[src/rtl/fp_pkg.sv]
// Shared fp32 field layout, special constants and operand classes for the
// divider front end.
package fp_pkg;

    localparam int EXP_W = 8;
    localparam int MAN_W = 23;
    localparam int BIAS  = 127;

    localparam logic [31:0] QNAN    = 32'h7FC0_0000;
    localparam logic [31:0] POS_INF = 32'h7F80_0000;

    typedef enum logic [1:0] {
        ZERO,
        NORM,
        INF,
        NAN
    } fp_class_t;

    // One prepared FIFO entry, 99 bits.
    typedef struct packed {
        logic [31:0] a;
        logic [31:0] b;
        logic        bypass;
        logic [31:0] special;
        logic        invalid;
        logic        div_zero;
    } prep_entry_t;

endpackage

[src/rtl/fp_classify.sv]
// Per-operand classifier: reports the operand class and the operand with
// denormals flushed to a signed zero.
module fp_classify
    import fp_pkg::EXP_W, fp_pkg::MAN_W, fp_pkg::ZERO, fp_pkg::NORM,
           fp_pkg::INF, fp_pkg::NAN;
(
    input  logic [31:0] op,
    output logic [1:0]  cls,
    output logic [31:0] flushed
);

    logic [EXP_W-1:0] exp_f;
    logic [MAN_W-1:0] man_f;

    assign exp_f = op[MAN_W +: EXP_W];
    assign man_f = op[MAN_W-1:0];

    // NOTE: every variable written in always_comb gets a default first, so no
    // path through the block can leave it unassigned and infer a latch.
    always_comb begin
        cls = NORM;
        if (exp_f == '0) begin
            cls = ZERO;
        end else if (exp_f == '1) begin
            cls = (man_f == '0) ? INF : NAN;
        end
    end

    assign flushed = (exp_f == '0) ? {op[31], 31'd0} : op;

endmodule

[src/rtl/fp_div_prep.sv]
// Operand preparation ahead of the combinational fp32 divider: classifies the
// operands, resolves special cases and buffers the result in a small FIFO.
module fp_div_prep
    import fp_pkg::prep_entry_t, fp_pkg::POS_INF, fp_pkg::ZERO,
           fp_pkg::NORM, fp_pkg::INF, fp_pkg::NAN;
#(
    parameter int          DEPTH = 2,
    parameter logic [31:0] QNAN  = fp_pkg::QNAN
) (
    input  logic                     clk,
    input  logic                     rst,
    input  logic                     in_valid,
    output logic                     in_ready,
    input  logic [31:0]              in_a,
    input  logic [31:0]              in_b,
    output logic                     out_valid,
    input  logic                     out_ready,
    output logic [31:0]              out_a,
    output logic [31:0]              out_b,
    output logic                     out_bypass,
    output logic [31:0]              out_special,
    output logic                     out_invalid,
    output logic                     out_div_zero,
    output logic [$clog2(DEPTH):0]   occupancy
);

    localparam int AW = $clog2(DEPTH);
    localparam int CW = AW + 1;
    localparam logic [CW-1:0] FULL_CNT = CW'(DEPTH);

    logic [1:0]  cls_a, cls_b;
    logic [31:0] flush_a, flush_b;

    fp_classify u_cls_a (.op(in_a), .cls(cls_a), .flushed(flush_a));
    fp_classify u_cls_b (.op(in_b), .cls(cls_b), .flushed(flush_b));

    logic a_zero, a_norm, a_inf, a_nan;
    logic b_zero, b_norm, b_inf, b_nan;
    logic sign;

    assign a_zero = (cls_a == ZERO);
    assign a_norm = (cls_a == NORM);
    assign a_inf  = (cls_a == INF);
    assign a_nan  = (cls_a == NAN);
    assign b_zero = (cls_b == ZERO);
    assign b_norm = (cls_b == NORM);
    assign b_inf  = (cls_b == INF);
    assign b_nan  = (cls_b == NAN);
    assign sign   = in_a[31] ^ in_b[31];

    prep_entry_t wr_entry;

    // Special-result priority: the first matching branch wins.
    always_comb begin
        wr_entry          = '0;
        wr_entry.a        = flush_a;
        wr_entry.b        = flush_b;
        if (a_nan || b_nan) begin
            wr_entry.bypass  = 1'b1;
            wr_entry.special = QNAN;
            wr_entry.invalid = 1'b1;
        end else if ((a_inf && b_inf) || (a_zero && b_zero)) begin
            wr_entry.bypass  = 1'b1;
            wr_entry.special = QNAN;
            wr_entry.invalid = 1'b1;
        end else if (a_norm && b_zero) begin
            wr_entry.bypass   = 1'b1;
            wr_entry.special  = {sign, POS_INF[30:0]};
            wr_entry.div_zero = 1'b1;
        end else if (a_inf && (b_zero || b_norm)) begin
            wr_entry.bypass  = 1'b1;
            wr_entry.special = {sign, POS_INF[30:0]};
        end else if ((a_zero && (b_norm || b_inf)) || ((a_zero || a_norm) && b_inf)) begin
            wr_entry.bypass  = 1'b1;
            wr_entry.special = {sign, 31'd0};
        end
    end

    prep_entry_t   mem [DEPTH];
    prep_entry_t   head;
    logic [AW-1:0] wr_ptr, rd_ptr;
    logic [CW-1:0] count;
    logic          push, pop;

    // Full blocks the producer even when the consumer pops in the same cycle.
    assign in_ready  = !rst && (count != FULL_CNT);
    assign out_valid = (count != '0);
    assign push      = in_valid && in_ready;
    assign pop       = out_valid && out_ready;

    // NOTE: sequential state uses non-blocking assignments so every register
    // samples pre-edge values regardless of statement order.
    always_ff @(posedge clk) begin
        if (rst) begin
            wr_ptr <= '0;
            rd_ptr <= '0;
            count  <= '0;
        end else begin
            if (push) wr_ptr <= wr_ptr + 1'b1;
            if (pop)  rd_ptr <= rd_ptr + 1'b1;
            case ({push, pop})
                2'b10:   count <= count + 1'b1;
                2'b01:   count <= count - 1'b1;
                default: count <= count;
            endcase
        end
    end

    // NOTE: storage is deliberately not reset; out_valid and the output gating
    // below keep stale contents invisible, and the array maps onto plain RAM.
    always_ff @(posedge clk) begin
        if (push) mem[wr_ptr] <= wr_entry;
    end

    assign head         = out_valid ? mem[rd_ptr] : '0;
    assign out_a        = head.a;
    assign out_b        = head.b;
    assign out_bypass   = head.bypass;
    assign out_special  = head.special;
    assign out_invalid  = head.invalid;
    assign out_div_zero = head.div_zero;
    assign occupancy    = count;

endmodule
[config.mk]
export PLATFORM = sky130hd
export DESIGN_NAME = fp_div_prep
export DESIGN_NICKNAME = d
export VERILOG_FILES = /design/src/rtl/fp_pkg.sv /design/src/rtl/fp_classify.sv /design/src/rtl/fp_div_prep.sv
export SDC_FILE = /design/constraint.sdc
export NUM_CORES = 1
export LEC_CHECK = 0
export BUFFER_PORTS_ARGS = -buffer_cell sky130_fd_sc_hd__buf_4
export CAP_MARGIN = 20
export CORE_MARGIN = 3
export CORE_UTILIZATION = 30
export DETAILED_ROUTE_END_ITERATION = 12
export SLEW_MARGIN = 10
export SYNTH_ARGS = -nofsm -noshare
export SYNTH_HDL_FRONTEND = slang
export SYNTH_SLANG_ARGS = --single-unit
[constraint.sdc]
create_clock -name clk -period 3.77 [get_ports clk]
set_input_delay 0.377 -clock clk [delete_from_list [all_inputs] [get_ports clk]]
set_output_delay 0.377 -clock clk [all_outputs]
set_load 0.005 [all_outputs]
==> results.md, run 1 <==
* Clk root buf: clkbuf_16
* Post-synth cell types at 35
* Critical path class: input port to flop
* Setup repair bufs after CTS at 0
* Clock Pin Slew Worst Setup and Hold Paths at 60 ps
* WL/cell at 15.81 µm
* Post-cts sizing count at 0
* First-pass GRT wire length at 20820 µm
* Synth Area per Inst at 13.65 µm²
* CTS H-tree depth at 4
* Yosys reg bits at 143
* Detailed Route WL at 13800 µm
* Most frequent cells in the layout: buf_4 (151), edfxtp_1 (138), nor2_1 (76)
* Most common cell after layout, fill and taps aside: buf_4
* Initial antenna violation count at 0
* DIE AREA at 0.02280 mm²
* Layout cells sized above 1 at 32.50%
* Hold buffers post-CTS at 0
* Vias at 3867
* Pre-antenna DRT Iters at 4
* Final setup violation count at 0
* Cells after synthesis at 462
* Slew Limit Headroom at 31.78%
* Startpoint Class: input port
* WP data required at 3920 ps
* Min-Delay Path Class: input port to flop
* Min cycle time layout at 2444 ps
* Final #Nets at 660
* RR Startpoint: occupancy[0]
* Layout area overhead at 28.30%
* Slew @ Worst Pin at 1023 ps
* Reg2reg setup slack at 1560 ps
* Port Buffers at 148
* Iter 0 DRT Violations at 126
* Number of global-route vias before repair at 4015
* RSZ-0062 raised after global routing: no
* Hpwl dp at 9222 µm
* Leakage at 2.964 nW
* Synth Warn # at 0
* Setup TNS at 0 ps
* Ports at 171
* Crit share post-route at 64.84%
* Clock Sinks at 143
* WHS Endpoint: mem[0][64]
* Pin count of the biggest net entering global routing at 70
* Top post-synthesis cells by area: edfxtp_1 (66%), mux2i_1 (11%), nor2_1 (4.6%)
* Peak fanout along the critical path at 2
* CP Data Arrival Time at 2600 ps
* Inserted Clock Buffers at 17
* Starting Density at 30.88%
* Post-synth top area cell: edfxtp_1
* Final hold vios at 0
* Drt via density at 4.430
* Gp weighted congestion at 0.7662
* Max-cap violations at 0
* Hold Path Cell Cnt at 1
* TritonCTS clock tree: built
* Antenna diode count at 0
* Row count at 52
* Status: complete, no violations
* Chip Width at 151.0 µm
* Final Max Tran Viols at 0
* Worst Skew at 7.136 ps
* Max Buffers Root-to-Sink at 2
* Post-route ant nets at 0
* Chip height at 151.0 µm
* Cell Pwr Density at 603.2 mW/mm²
* Synth top area share at 65.69%
* Overflow after GRT at 0
* Total GRT Usage at 12.09%
* Total power at 4.883 mW
* Core area at 0.02043 mm²
* Synth Cell Area at 0.006309 mm²
* Sequential-to-total area share from yosys stat at 67.27%
* Reg2Reg Depth at 5
* Drt drc at 0
* Highest clock rate at 409.1 MHz
* Peak VDD IR at 0.2933 mV
* Clk_lat worst skew at 410 ps
* Hold_sp: in_b[29]
* Worst R2R End: mem[0][63]
* CP Capture Type: flop
sequential cells by signal (all words and copies together), names as in the netlist, named ones only:
name,flops
mem,138
occupancy,2
rd_ptr,1
wr_ptr,1
per-layer routing:
metal	up-vias	global-route usage, %	routed length (µm)	part of all wire [%]
met5	-	0	0	0
met3	7	3.950	1011	7.3
met1	1869	13.76	5646	41
met4	0	3.626	123	0.89
met2	137	21.59	7021	51
li1	1854	-	-	-
critical path: stages:
cell	delay, ps
buf_4	110
nor4_1	490
nand4_1	270
nor3_1	320
nor2_1	80
ha_1	270
nand3_1	70
o31ai_1	90
a211oi_2	260
and4b_1	240
cell type report:
cell class | instances | area, µm²
sequential | 143 | 4248
clock inverter | 15 | 122.6
multi-input combinational | 271 | 1772
fill | 1937 | 12340
timing repair buffer | 153 | 1174
clock buffer | 17 | 425.4
inverter | 4 | 15.01
tap | 270 | 337.8
kinds of logic after synthesis:
kind of cell               after synthesis  share of synthesized area [%]
AOI/OAI and AO/OA                        7                         0.8528
xor gates and xnor gates                 5                         0.6943
adders and majority gates                2                         0.3966
buffers and inverters                   69                          6.208
DFF                                    143                          67.27
muxes                                   69                          10.95
other                                    1                        0.05944
and+or+nand+nor                        166                          13.57
through the flow:
stage | util (%) | area [µm²] | instances | hold slack [ps] | setup slack [ps]
2_1_floorplan | - | 6390 | 483 | 446.1 | 728.1
3_3_place_gp | 36.94 | 7546 | 841 | 497.6 | 887.0
3_5_place_dp | 36.94 | 7546 | 841 | 514.5 | 822.5
4_1_cts | 39.62 | 8094 | 873 | 141.9 | 1249
5_1_grt | 39.62 | 8094 | 873 | 144.2 | 1089
6_report | 39.62 | 8094 | 873 | 165.6 | 1326
Yosys cell counts (all sizes together):
| cell | n |
|---|---|
| conb | 1 |
| buf | 42 |
| o31ai | 2 |
| nor2 | 78 |
| inv | 4 |
| nor4 | 15 |
| a211oi | 1 |
| clkbuf | 22 |
| and3 | 1 |
| mux2i | 69 |
| or2 | 2 |
| dfxtp | 5 |
| nor3 | 4 |
| nand3 | 3 |
| nand4 | 6 |
| nor3b | 1 |
| nand2 | 7 |
| dlygate4sd3 | 1 |
| and4b | 1 |
| a21oi | 2 |
| or3 | 1 |
| edfxtp | 138 |
| xor2 | 3 |
| xnor2 | 2 |
| o21ai | 1 |
| ha | 2 |
| a31oi | 1 |
| and2 | 47 |
report_power, final:
part	leakage, nW	total, mW	switching, mW	internal [mW]
registers	1.31	1.96	0.0809	1.88
logic	1.40	1.37	0.679	0.694
clock network	0.260	1.55	0.649	0.901
total	2.96	4.88	1.41	3.47
worst max-delay path by stage:
stage	endpoint	cells past startpoint	slack, ps	startpoint
after global placement	mem[0][33]	10	890	in_b[12]
after global routing	mem[1][33]	10	1090	in_b[12]
after detailed placement	mem[1][33]	10	820	in_b[12]
after floorplan	mem[0][0]	4	730	occupancy[0]
after CTS	mem[1][33]	10	1250	in_b[12]
final	mem[1][33]	10	1330	in_b[12]
Power figures use the tool's default switching activity.
==> run 2: changes to the inputs <==
Settings changed: ABC_AREA from default to 1.
Clock period 3.77 ns to 2.04 ns, I/O delays scaled along.
==> run 2 against run 1 <==
  * Sequential cell count unchanged
  * Synthesized area rose by 5.3%
  * Global-route usage is 1.8 points higher
  * Die area increased by 5.0%
  * Count of clock-buffer cells in the layout unchanged
  * Clock power up 95%
  * Core utilization is 1.5 points higher
  * First-iteration DRC count increased by 96%
  * Clock skew barely moved
  * Design area is 8.4% higher
  * Highest routed layer unchanged
==> results.md, run 2 <==
* Synth top area share at 62.41%
* Gp weighted congestion at 0.7537
* Max Buffers Root-to-Sink at 2
* Pin count of the biggest net entering global routing at 71
* # placed instances at 1067
* Initial antenna violation count at 0
* EDFF count, synth at 138
* Overflow after GRT at 0
* Sequential-to-total area share from yosys stat at 63.92%
* Inserted Clock Buffers at 17
* Post-synth top cells: nand2_1 (191), edfxtp_1 (138), nor2_1 (100)
* Top reg by flops: mem
* Clock Pin Slew Worst Setup and Hold Paths at 60 ps
* Iter 0 DRT Violations at 247
* Min-Delay Path Class: input port to flop
* Clk_lat worst skew at 420 ps
* Post-synth top area cell: edfxtp_1
* Design Area, Final at 0.008771 mm²
* Post-synth cell types at 28
* Final Max Tran Viols at 0
* Final #Nets at 899
* Clk root buf: clkbuf_16
* Most common cell after layout, fill and taps aside: nand2_1
* Synth Area per Inst at 9.722 µm²
* Area post-placement at 0.007971 mm²
* CTS H-tree depth at 4
* Final worst slack at 140.3 ps
* Most frequent cells in the layout: nand2_1 (189), buf_4 (149), edfxtp_1 (138)
* Min cycle time layout at 1900 ps
* Synth Warn # at 0
* Layout area overhead at 32.09%
* Layout cells sized above 1 at 26.60%
* Critical path class: flop to output port
* Clock Sinks at 143
* Leakage at 3.727 nW
* Drt drc at 0
* First-pass GRT wire length at 25850 µm
* FFs w/ async S/R, synth at 0%
* Row count at 53
* Finished Layout Cells at 1117
* Vias at 4892
* Synth Cell Area at 0.006640 mm²
* Post-route ant nets at 0
* Worst Skew at 7.312 ps
* Core area at 0.02135 mm²
* Highest clock rate at 526.4 MHz
* Final hold vios at 0
* Max-cap violations at 0
* CP Capture Type: output port
* Pre-antenna DRT Iters at 4
* WP data required at 1840 ps
* Peak fanout along the critical path at 69
* Top post-synthesis cells by area: edfxtp_1 (62%), nand2_1 (11%), a21oi_1 (5.7%)
* Startpoint Class: flop
* Cell Pwr Density at 914.0 mW/mm²
* DIE AREA at 0.02396 mm²
* Port Buffers at 148
* Ports at 171
* Detailed Route WL at 16430 µm
* Setup WS pre-CTS at 152.7 ps
* Final setup violation count at 0
* WL/cell at 14.71 µm
* Number of global-route vias before repair at 4755
* Total power at 8.016 mW
* Drt via density at 4.380
* Total GRT Usage at 13.94%
* Setup TNS at 0 ps
* Hpwl dp at 10680 µm
* Peak VDD IR at 0.5411 mV
* Starting Density at 31.10%
* Antenna diode count at 0
* Chip height at 154.8 µm
* Chip Width at 154.8 µm
* Status: complete, no violations
* TritonCTS clock tree: built
* Cell with the most instances after synthesis: nand2_1
* Cells after synthesis at 683
* Max reg flops at 138
* Yosys reg bits at 143
* CP Data Arrival Time at 1700 ps
* Crit share post-route at 93.12%
* Commonest register cell after synthesis: edfxtp_1
==> run 2: logic make-up (layout without fill, tap and decap cells) <==
kind of cell	Yosys count	count (layout)	synth area share [%]
simple gates	324	324	19.94
compound gates	78	78	5.992
other cells	1	22	0.05647
fa+ha+maj	2	2	0.3768
flops	143	143	63.92
xor+xnor	2	2	0.2639
buf+inv	133	271	9.459
==> run 2: path summary, 6_finish.rpt <==
kind	depth (start not counted)	end	from	slack, ps
worst min-delay path	4	rd_ptr	out_ready	120
worst max register to register	5	mem[1][36]	occupancy[0]	420
worst min register to register	2	rd_ptr	rd_ptr	490
worst max-delay path	5	out_special[28]	occupancy[0]	140
==> run 2: critical path: stages (launching register included) <==
cell and delay (ps):
dfxtp_4 370, nor2_4 140, buf_12 330, a21oi_1 80, buf_4 180, buf_4 130
==> run 2: per-layer routing <==
layer | wire length [µm] | track usage (%) | up-vias
li1 | - | - | 2454
met1 | 7212 | 18.03 | 2285
met2 | 8027 | 22.92 | 140
met3 | 1004 | 3.945 | 13
met4 | 187 | 3.995 | 0
met5 | 0 | 0 | -
==> run 2: layout make-up <==
| type | instances | area, µm² |
|---|---|---|
| Timing Repair Buffer | 178 | 1489 |
| Clock buffer | 17 | 425.4 |
| Tap cell | 275 | 344.1 |
| Inverter | 61 | 229.0 |
| Clock inverter | 15 | 151.4 |
| Sequential cell | 143 | 4249 |
| Multi-Input combinational cell | 428 | 1883 |
| Fill cell | 2140 | 12580 |
==> run 2: report_power, final <==
| group | internal, mW | leakage [nW] | switching, mW |
|---|---|---|---|
| logic | 0.701 | 2.15 | 0.876 |
| clock network | 1.71 | 0.267 | 1.31 |
| registers | 3.38 | 1.31 | 0.0439 |
==> run 2: repair_timing <==
action                                  CTS  global route
hold buffers                             19             0
endpoints found under the hold margin    40             0
setup buffers                             0             1
endpoints found under the setup margin    0            10
resized for setup                         0            14
==> run 2: metrics by stage <==
step	hold WS, ps	utilization, %
floorplan	263.4	-
global placement	406.1	37.33
detailed placement	409.0	37.33
CTS	93.60	40.92
global route	121.0	41.08
finish	115.6	41.08
==> run 3: changes to the inputs <==
Settings changed: BUFFER_PORTS_ARGS -buffer_cell sky130_fd_sc_hd__buf_4 to default, DONT_BUFFER_PORTS from default to 1.
==> run 3 against run 2 <==
  * Maximum frequency is 0.97% lower
  * Global-route usage is 0.33 points lower
  * Core utilization is 4.3 points lower
  * Largest cell class unchanged
==> results.md, run 3 (synthesis results as in run 2) <==
* TritonCTS clock tree: built
* Final Max Tran Viols at 0
* Hpwl dp at 10700 µm
* RR Startpoint: occupancy[0]
* Hold Path Cell Cnt at 2
* Vias at 4506
* Chip Width at 154.8 µm
* Setup repair bufs after CTS at 0
* Layout area overhead at 18.11%
* Critical path class: flop to output port
* DIE AREA at 0.02396 mm²
* Total power at 7.777 mW
* Setup crit start: occupancy[1]
* Top reg by flops: mem
* Peak VDD IR at 0.4969 mV
* RSZ-0062 raised after global routing: no
* Inserted Clock Buffers at 17
* Most common cell after layout, fill and taps aside: nand2_1
* Layout cells sized above 1 at 11.76%
* WL/cell at 16.34 µm
* Util after Layout at 36.73%
* Final hold vios at 0
* Clock Sinks at 143
* Drt drc at 0
* First-pass GRT wire length at 24720 µm
* Max-cap violations at 0
* Gp weighted congestion at 0.7791
* Initial antenna violation count at 0
* CP Data Arrival Time at 1710 ps
* Pre-antenna DRT Iters at 4
* Clk_lat worst skew at 420 ps
* Worst Skew at 9.555 ps
* Reg2reg setup slack at 450 ps
* Antenna diode count at 0
* Max reg flops at 138
* Detailed Route WL at 16160 µm
* Final #Nets at 771
* Clock Pin Slew Worst Setup and Hold Paths at 60 ps
* Final setup violation count at 0
* Chip height at 154.8 µm
* Drt via density at 4.556
* Leakage at 3.036 nW
* Reg2Reg Depth at 5
* Starting Density at 31.10%
* CP Capture Type: output port
* Core area at 0.02135 mm²
* Crit path capture: out_b[31]
* Ports at 171
* Min-Delay Path Class: input port to flop
* WP data required at 1840 ps
* Iter 0 DRT Violations at 288
* Startpoint Class: flop
* Number of global-route vias before repair at 4380
* Pin count of the biggest net entering global routing at 70
* Most frequent cells in the layout: nand2_1 (190), edfxtp_1 (138), nor2_1 (98)
* Crit share post-route at 94.03%
* Cell Pwr Density at 991.6 mW/mm²
* Port Buffers at 0
* Worst R2R End: mem[0][24]
* Highest clock rate at 521.3 MHz
* Status: complete, no violations
* Max Buffers Root-to-Sink at 2
* Row count at 53
* Clk root buf: clkbuf_16
* Min cycle time layout at 1918 ps
* CTS H-tree depth at 4
* Overflow after GRT at 0
* Post-route ant nets at 0
* Total GRT Usage at 13.61%
* Peak fanout along the critical path at 32
==> run 3: cell count changes in the layout (fill, tap and decap cells not counted), moves of 2 or more <==
cell / delta
buf_4: -134
dlygate4sd3_1: +14
dlymetal6s4s_1: -6
buf_6: -3
nor2_1: +3
nor2_2: -3
bufinv_16: +2
clkinv_2: +2
==> run 3: critical path: stages, from the launching register on <==
cell	delay, ps
dfxtp_1	490
nor2_4	70
buf_12	180
buf_4	200
a21oi_1	180
buf_4	150
==> run 3: stage by stage <==
stage	worst slack (ps)	instances	area (µm²)	TNS (ps)	hold slack [ps]
6_report	121.7	989	7843	0	24.51
5_1_grt	42.43	989	7843	0	9.633
4_1_cts	15.59	989	7836	0	1.872
3_5_place_dp	202.5	930	6955	0	267.0
3_3_place_gp	243.8	930	6955	0	267.4
2_1_floorplan	-139.6	704	6744	-17000	263.4
==> run 3: worst min-delay path by stage <==
stage | from | to | slack [ps]
floorplan | rst | occupancy[0] | 260
global placement | rst | occupancy[0] | 270
detailed placement | rst | occupancy[0] | 270
CTS | in_a[9] | mem[0][76] | 2
global route | in_b[6] | mem[0][41] | 10
finish | in_a[9] | mem[0][76] | 20
==> run 3: timing repair <==
action | CTS | global route
hold endpoints to repair | 57 | 0
endpoints found under the setup margin | 0 | 1
resized for setup | 0 | 3
hold buffers | 27 | 0
==> run 3: cell type report <==
cell class | instances | area, µm²
Inverter | 61 | 231.5
Tap cell | 275 | 344.1
Multi-Input combinational cell | 428 | 1873
Clock buffer | 17 | 425.4
Sequential cell | 143 | 4249
Fill cell | 2114 | 13510
Timing Repair Buffer | 50 | 534.3
Clock inverter | 15 | 185.2
==> run 3: where the power goes <==
part / leakage [nW] / switching (mW) / internal [mW]
Sequential: 1.31 / 0.0476 / 3.38
Clock: 0.288 / 1.26 / 1.94
Combinational: 1.44 / 0.794 / 0.358
Total: 3.04 / 2.10 / 5.67
==> run 3: routing by layer <==
metal | GRT usage (%) | up-vias | wire length [µm]
met5 | 0 | - | 0
met4 | 3.911 | 0 | 196
met3 | 5.036 | 18 | 1216
met2 | 22.30 | 155 | 7854
met1 | 16.91 | 2130 | 6895
li1 | - | 2203 | -
